### config.mk
export PLATFORM = sky130hd
export DESIGN_NAME = alu_md
export DESIGN_NICKNAME = d
export VERILOG_FILES = /design/src/rtl/alu_md.sv
export SDC_FILE = /design/constraint.sdc
export NUM_CORES = 1
export LEC_CHECK = 0
export ABC_AREA = 1
export CAP_MARGIN = 20
export CORE_ASPECT_RATIO = 1.4
export CORE_MARGIN = 3
export CORE_UTILIZATION = 46
export CTS_CLUSTER_DIAMETER = 150
export DETAILED_ROUTE_END_ITERATION = 12
export HOLD_SLACK_MARGIN = 0.12
export PLACE_DENSITY = 0.78
export SYNTH_ARGS = -nofsm -noshare
export SYNTH_HDL_FRONTEND = slang
export SYNTH_SLANG_ARGS = --single-unit
### constraint.sdc
create_clock -name clk -period 3.2 [get_ports clk]
set_clock_uncertainty 0.2 [all_clocks]
set_input_delay 0.48 -clock clk [delete_from_list [all_inputs] [get_ports clk]]
set_output_delay 0.48 -clock clk [all_outputs]
set_load 0.03 [all_outputs]
### src/rtl/alu_md.sv
// EX-stage datapath: combinational WIDTH-generic ALU plus an iterative
// multiply/divide engine that writes the HI/LO result registers.
module alu_md #(
  parameter  int WIDTH = 32,
  localparam int SHW   = $clog2(WIDTH)
) (
  input  logic             clk,
  input  logic             reset,
  input  logic [3:0]       ctl,
  input  logic [WIDTH-1:0] a,
  input  logic [WIDTH-1:0] b,
  output logic [WIDTH-1:0] out,
  output logic             z,
  output logic             ovf,
  input  logic [1:0]       md_op,
  input  logic             md_start,
  output logic             md_busy,
  output logic             md_done,
  output logic [WIDTH-1:0] hi,
  output logic [WIDTH-1:0] lo
);

  localparam logic [SHW-1:0] LAST_ITER = SHW'(WIDTH - 1);

  // ---------------- combinational ALU ----------------
  logic [WIDTH-1:0] sum, diff, alu_d;
  logic [SHW-1:0]   shamt;
  logic             ovf_d;

  assign sum   = a + b;
  assign diff  = a - b;
  assign shamt = a[SHW-1:0];

  always_comb begin
    alu_d = '0;
    ovf_d = 1'b0;
    case (ctl)
      4'h0: alu_d = a & b;
      4'h1: alu_d = a | b;
      4'h2: begin
        alu_d = sum;
        ovf_d = (a[WIDTH-1] == b[WIDTH-1]) && (sum[WIDTH-1] != a[WIDTH-1]);
      end
      4'h3: alu_d = {{(WIDTH-1){1'b0}}, (a < b)};
      4'h4: alu_d = b << shamt;
      4'h5: alu_d = b >> shamt;
      4'h6: begin
        alu_d = diff;
        ovf_d = (a[WIDTH-1] != b[WIDTH-1]) && (diff[WIDTH-1] != a[WIDTH-1]);
      end
      // Signed compare is done directly, not from diff's sign, so it holds on overflow.
      4'h7: alu_d = {{(WIDTH-1){1'b0}}, ($signed(a) < $signed(b))};
      4'h8: alu_d = WIDTH'($signed(b) >>> shamt);
      4'hB: alu_d = a ^ b;
      4'hC: alu_d = ~(a | b);
      default: begin
        alu_d = '0;
        ovf_d = 1'b0;
      end
    endcase
  end

  assign out = alu_d;
  assign z   = (alu_d == '0);
  assign ovf = ovf_d;

  // ---------------- multiply/divide engine ----------------
  // Handshake: md_start is taken on any edge where md_busy is low (including
  // the md_done cycle); md_busy then stays high WIDTH+1 cycles, and md_done
  // pulses for one cycle alongside the hi/lo update. Starts while busy are dropped.
  typedef enum logic [1:0] {S_IDLE, S_RUN, S_FIX} state_t;

  state_t             state_q;
  logic [SHW-1:0]     cnt_q;
  logic [1:0]         op_q;
  logic [WIDTH-1:0]   mcand_q;
  logic [2*WIDTH-1:0] acc_q;
  logic               neg_q, rneg_q, div0_q;
  logic               busy_q, done_q;
  logic [WIDTH-1:0]   hi_q, lo_q;

  logic               signed_op, a_neg, b_neg;
  logic [WIDTH-1:0]   a_mag, b_mag;

  assign signed_op = ~md_op[0];
  assign a_neg     = signed_op & a[WIDTH-1];
  assign b_neg     = signed_op & b[WIDTH-1];
  assign a_mag     = a_neg ? -a : a;
  assign b_mag     = b_neg ? -b : b;

  // Accumulator holds {partial, multiplier} for multiply, {remainder, dividend/quotient} for divide.
  logic [WIDTH:0]       mul_sum, rem_sh, trial;
  logic [2*WIDTH-1:0]   acc_step;

  always_comb begin
    mul_sum  = '0;
    rem_sh   = '0;
    trial    = '0;
    acc_step = acc_q;
    if (op_q[1]) begin
      rem_sh = {acc_q[2*WIDTH-1:WIDTH], acc_q[WIDTH-1]};
      trial  = rem_sh - {1'b0, mcand_q};
      if (!trial[WIDTH])
        acc_step = {trial[WIDTH-1:0], acc_q[WIDTH-2:0], 1'b1};
      else
        acc_step = {rem_sh[WIDTH-1:0], acc_q[WIDTH-2:0], 1'b0};
    end else begin
      mul_sum  = {1'b0, acc_q[2*WIDTH-1:WIDTH]}
               + {1'b0, (acc_q[0] ? mcand_q : {WIDTH{1'b0}})};
      acc_step = {mul_sum, acc_q[WIDTH-1:1]};
    end
  end

  logic [2*WIDTH-1:0] prod_fix;
  logic [WIDTH-1:0]   quo, rem, quo_fix, rem_fix;

  assign prod_fix = neg_q ? -acc_q : acc_q;
  assign quo      = acc_q[WIDTH-1:0];
  assign rem      = acc_q[2*WIDTH-1:WIDTH];
  // Divide by zero ends with the remainder equal to the dividend, so only lo needs forcing.
  assign quo_fix  = div0_q ? {WIDTH{1'b1}} : (neg_q ? -quo : quo);
  assign rem_fix  = rneg_q ? -rem : rem;

  always_ff @(posedge clk) begin
    if (reset) begin
      state_q <= S_IDLE;
      cnt_q   <= '0;
      op_q    <= '0;
      mcand_q <= '0;
      acc_q   <= '0;
      neg_q   <= 1'b0;
      rneg_q  <= 1'b0;
      div0_q  <= 1'b0;
      busy_q  <= 1'b0;
      done_q  <= 1'b0;
      hi_q    <= '0;
      lo_q    <= '0;
    end else begin
      done_q <= 1'b0;
      case (state_q)
        S_IDLE: begin
          if (md_start && !busy_q) begin
            state_q <= S_RUN;
            cnt_q   <= '0;
            op_q    <= md_op;
            mcand_q <= b_mag;
            acc_q   <= {{WIDTH{1'b0}}, a_mag};
            neg_q   <= a_neg ^ b_neg;
            rneg_q  <= a_neg;
            div0_q  <= (b == '0);
            busy_q  <= 1'b1;
          end
        end
        S_RUN: begin
          acc_q <= acc_step;
          cnt_q <= cnt_q + 1'b1;
          if (cnt_q == LAST_ITER)
            state_q <= S_FIX;
        end
        S_FIX: begin
          if (op_q[1]) begin
            hi_q <= rem_fix;
            lo_q <= quo_fix;
          end else begin
            {hi_q, lo_q} <= prod_fix;
          end
          done_q  <= 1'b1;
          busy_q  <= 1'b0;
          state_q <= S_IDLE;
        end
        default: state_q <= S_IDLE;
      endcase
    end
  end

  assign md_busy = busy_q;
  assign md_done = done_q;
  assign hi      = hi_q;
  assign lo      = lo_q;

endmodule

Word level (Yosys, flattened, before mapping):

Index checks and enable logic that the tools add are counted.

* flip-flop bits (word level): 174
* bits in latches: 0
* bits in writable memories: 0
* bits in read-only memories: 0
* output and inout bits: 100
* word-level logic and storage cells: 91
* memories: 0

* $add $sub $neg: 10
* multipliers: 0
* div/mod/pow operators: 0
* magnitude comparators: 2
* equal/unequal tests: 19
* shift-type cells: 3
* mux-type cells: 23
* bitwise gates (word level): 8
* reductions and logical operators: 14

Operators with widths (count)
* 32-bit one-hot mux with 11 select lines: 1
* 32-bit 2-to-1 mux: 8
* 64-bit 2-to-1 mux: 4
* 32-bit negator: 4
* 64-bit one-hot mux with 2 select lines: 1
* 32-bit logical NOT: 2
* 32-bit < comparator: 2
* 64-bit negator: 1
* 32-bit by 32-bit adder with 33-bit output: 1
* 33-bit by 32-bit subtractor with 33-bit output: 1
* 32-bit adder: 1
* 32-bit AND: 1
* 32-bit NOT: 1
* 32-bit bitwise OR: 1
* 32-bit by 5-bit left shift with 32-bit output: 1
* 32-bit by 5-bit right shift with 32-bit output: 1
* 32-bit by 5-bit >>> shifter with 32-bit output: 1
* 32-bit subtractor: 1
* 32-bit bitwise XOR: 1
* 4-bit by 3-bit equality test with 1-bit output (second input constant): 4
* 4-bit equality test (second input constant): 3
* 5-bit one-hot mux with 2 select lines: 1
* 4-bit by 2-bit equality test with 1-bit output (second input constant): 2
* 2-bit AND reduction: 4
* other kinds (21): 31

Logic depth before layout (Yosys ltp):

Gate-level depths: netlist (run 1).

* depth in word-level cells: 5
* depth in mapped cells: 23
* gate-level depth less buffers: 21

Worst setup path before layout (run 1):

No wires, ideal clock.

* kind: input to output
* from: input a[4]
* to: output z
* arrival: 3371 ps
* path slack: -851 ps
* stages on the path: 21
* path buffers: 2
* cell sequence: inv_1 -> clkbuf_1 -> clkbuf_1 -> ha_1 -> nor2_1 -> nand2_1 -> inv_1 -> nand2_1 -> nand2_1 -> nand2_1 -> nand2_1 -> nand2_1 -> nand2_1 -> nor2_1 -> nor2_1 -> nand3_1 -> nor2_1 -> nand2_1 -> nor2_1 -> nand2_1 -> nor2_1

* elaborated cells on any way between the ends: 13
* those cells by class: add/sub: 2; order compare: 2; shift: 3; mux: 1; bitwise: 4; reduce/logical: 1

RTL lines
* start: declaration: RTL line 10 `input logic [WIDTH-1:0] a,`
* 32-bit subtractor (tied with other cells): RTL line 31 `assign diff = a - b;`
* 32-bit one-hot mux with 11 select lines (*): RTL line 37 `case (ctl)`
* via out[31]: RTL line 12 `output logic [WIDTH-1:0] out,`
* 32-bit logical NOT (*): RTL line 64 `assign z = (alu_d == '0);`
* end: declaration: RTL line 13 `output logic z,`

Mark *: on every way through the listed nets, which the timed path passes. The rest lies on a longest branch.

Worst setup path in the final report (run 1):

* from: input a[0]
* to: output z

* longest elaborated chain between the ends: 4
* elaborated cells on any way between the ends: 13
* those cells by class: add/sub: 2; order compare: 2; shift: 3; mux: 1; bitwise: 4; reduce/logical: 1

Ends and longest elaborated chain (RTL line)
* branches (longest 2 deep; another with 32-bit subtractor)
* 32-bit one-hot mux with 11 select lines (*): 37
* 32-bit logical NOT (*): 64

Every way passes the cells marked *.

==> results.cfg, run 1 <==
[floorplanning]
dieArea_mm2 = 0.0604
start_util_pct = 46.7
io_pins = 173
fp.coreArea_mm2 = 0.0566
rows = 103
die_x_um = 209
die_y_um = 290

[timing]
finalCritPeriodShare_pct = 125
fmax_mhz = 251
layout_setup_ws_ps = -787
period_needed_ps = 3990
tightest_slew_ps = 908
setup_viol = 32
slew_viol_final = 0
final_hold_viol_count = 0
slew_headroom_pct = 39.5
rsz0062_at_grt = yes

[pwr]
power.static_leakage_nw = 19.7
p_per_area_mw_per_mm2 = 309
irDropWorstVdd_mv = 0.461

[synth]
synth-main-ff-cell = dfxtp_1
yosysWarnings = 0
syn_inst = 4919
async_reset_ff_share_pct = 0
yosysSeqAreaShare_pct = 13.1
synth_cell_types = 60
ys_ff_latch = 173
syn_area_mm2 = 0.0264
synth_edf_count = 0
synth_area_per_cell_um2 = 5.37
syn_nets = 5166

[flow_run]
max_cap_viol_count = 0

[final_layout]
finalNonFillerCells = 6517
fin_nets = 6017
antenna_cells = 0
drive_gt1_share_pct = 31.0
area_growth_pct = 48.2
finish.utilization_pct = 69.2

[setup_path]
path_delay_family = simple AND/OR/NAND/NOR gates
cp_num_buf_inv = 7
cpPeakStageDelay_ps = 540
worstSetupPathType = in2out
crit_slowest_cell = fa_2
worstPathArrival_ps = 3310
cp_max_fo = 3
cp_cell_sequence = buf_6 -> buf_6 -> inv_8 -> ha_4 -> inv_4 -> fa_2 -> nand2_2 -> nand2_4 -> buf_6 -> nand4_1 -> nand2_2 -> nand2_2 -> nand2_4 -> buf_6 -> o21ai_4 -> nand3_2 -> nor2_1 -> nand2_1 -> nor2_2 -> nand2_2 -> nor2_4 -> buf_12
crit_path_end_kind = output port
crit_path_start_kind = primary input
r2r_slack_ps = 120
cp.required_ps = 2520

[place]
gp_congestion = 1.15
portBuffers = 172
dp.cells = 6380
place_ws_ps = -1530
hpwlAfterDp_um = 121000

[routing]
wire_per_inst_um = 23.7
vias = 38500
drt_iter0_markers = 4257
route.detailed.drc = 0
routed_wl_um = 154000
drt_pass1_iterations = 6
routed_via_density = 5.91
ant_nets = 0

[cts]
cts.clk_slew.worst_paths_ps = 70
cts-root-buf = clkbuf_16
cts_buffers = 17
clock_path_buffers = 2
cts_tree = built
clk_latency_ps = 480
cts_max_level = 4
postCtsHoldBufs = 0
cts_num_sinks = 173

[global_route]
grt-ovfl-total = 0
grt_max_degree = 107
track_usage_pct = 47.6
grt_pass1_wl_um = 218000
antenna_found_initial = 1
grt_pass1_vias = 36200

[outcome]
status = finished with violations
violations = negative setup slack

[worst_hold_path]
hold_path_class = in2reg
routing by layer:
layer / track usage (%) / wire (um) / share of wire, %
met4: 54.4 / 22500 / 15
met2: 78.1 / 68300 / 44
met3: 9.38 / 13500 / 8.8
met5: 0 / 31 / 0.020
met1: 47.6 / 49900 / 32
cells by family after synthesis:
kind of cell	Yosys count	share of synthesized area, %
compound gates	838	17.4
flops	173	13.1
simple gates	2752	44.3
xor+xnor	109	3.61
fa+ha+maj	174	8.35
buf+inv	873	13.2
synthesized netlist by cell type, types with 20 or more instances:
cell,n,area [um^2]
nand2_1,1436,5390
inv_1,650,2440
nand3_1,613,3070
nor2_1,484,1820
a21oi_1,338,1690
o21ai_0,313,1570
dfxtp_1,173,3460
ha_1,170,2130
clkbuf_1,106,398
xor2_1,93,815
nand4_1,72,450
nor3_1,54,270
buf_2,53,265
a31oi_1,41,257
o211ai_1,38,285
buf_1,20,75.1
path summary, 6_finish.rpt:
check                 to   startpoint  depth (start not counted)
max reg2reg    acc_q[40]  mcand_q[15]                         17
min          mcand_q[31]        reset                          2
min reg2reg     cnt_q[3]     cnt_q[3]                          2
max                    z         a[0]                         22
metrics by stage:
| stage | instance area (um^2) | power [mW] | hold WS, ps | setup TNS [ps] |
|---|---|---|---|---|
| 2_1_floorplan | 26600 | 5.93 | 241 | -308 |
| 3_3_place_gp | 34200 | 8.68 | 251 | -32500 |
| 3_5_place_dp | 34200 | 8.70 | 260 | -33350 |
| 4_1_cts | 37500 | 11.4 | 233 | -4640 |
| 5_1_grt | 39200 | 12.6 | 253 | -9000 |
| 6_report | 39200 | 12.1 | 230 | -7880 |
flip-flops by register name (all words and copies together) (netlist names), 2 cells and up:
name	flops
acc_q	64
cnt_q	5
mcand_q	32
hi	32
state_q	2
lo	32
where the power goes:
part	internal [mW]	switching, mW	total [mW]
Clock	1.10	1.06	2.16
Combinational	2.83	4.65	7.47
Sequential	2.28	0.172	2.45
timing repair:
| action | 4_1_cts | 5_1_grt |
|---|---|---|
| resized for setup | 887 | 489 |
| pin swaps | 153 | 197 |
| endpoints found under the setup margin | 34 | 53 |
| buffers inserted | 79 | 43 |
| gates cloned | 2 | 3 |
layout by cell type, fill, tap and decap left out, drive strengths merged, types with 6 or more instances in the layout:
| master | Yosys | routed |
|---|---|---|
| nand2 | 1448 | 1448 |
| buf | 98 | 941 |
| inv | 666 | 669 |
| nand3 | 621 | 621 |
| nor2 | 500 | 500 |
| a21oi | 338 | 338 |
| o21ai | 334 | 334 |
| dfxtp | 173 | 173 |
| ha | 170 | 170 |
| xor2 | 93 | 93 |
| nand4 | 73 | 73 |
| clkdlybuf4s50 | 0 | 69 |
| nor3 | 57 | 57 |
| a31oi | 41 | 41 |
| o211ai | 38 | 38 |
| clkbuf | 107 | 38 |
| xnor2 | 16 | 16 |
| o21bai | 15 | 15 |
| nand3b | 14 | 14 |
| o221ai | 14 | 14 |
| or2 | 14 | 14 |
| a21o | 13 | 13 |
| o22ai | 13 | 13 |
| and2 | 13 | 13 |
| nor4 | 8 | 8 |
| o21a | 7 | 7 |
| a21boi | 7 | 7 |
| clkinvlp | 0 | 6 |
cell type report:
cell class	count	area, um^2
Sequential cell	173	3470
Timing Repair Buffer	1037	8870
Multi-Input combinational cell	3873	22700
Tap cell	735	920
Clock buffer	18	429
Inverter	668	2600
Clock inverter	13	153
Fill cell	5122	17400
Note: power is estimated with default switching activity, not from simulation.
==> inputs of run 2 (changes only) <==
--- a/config.mk
+++ b/config.mk
@@ -6,7 +6,6 @@
 export NUM_CORES = 1
 export LEC_CHECK = 0
 export ABC_AREA = 1
-export CAP_MARGIN = 20
 export CORE_ASPECT_RATIO = 1.4
 export CORE_MARGIN = 3
 export CORE_UTILIZATION = 46
==> results of run 2 <==
No change in the layout: final DEF, timing and power equal those of run 1.
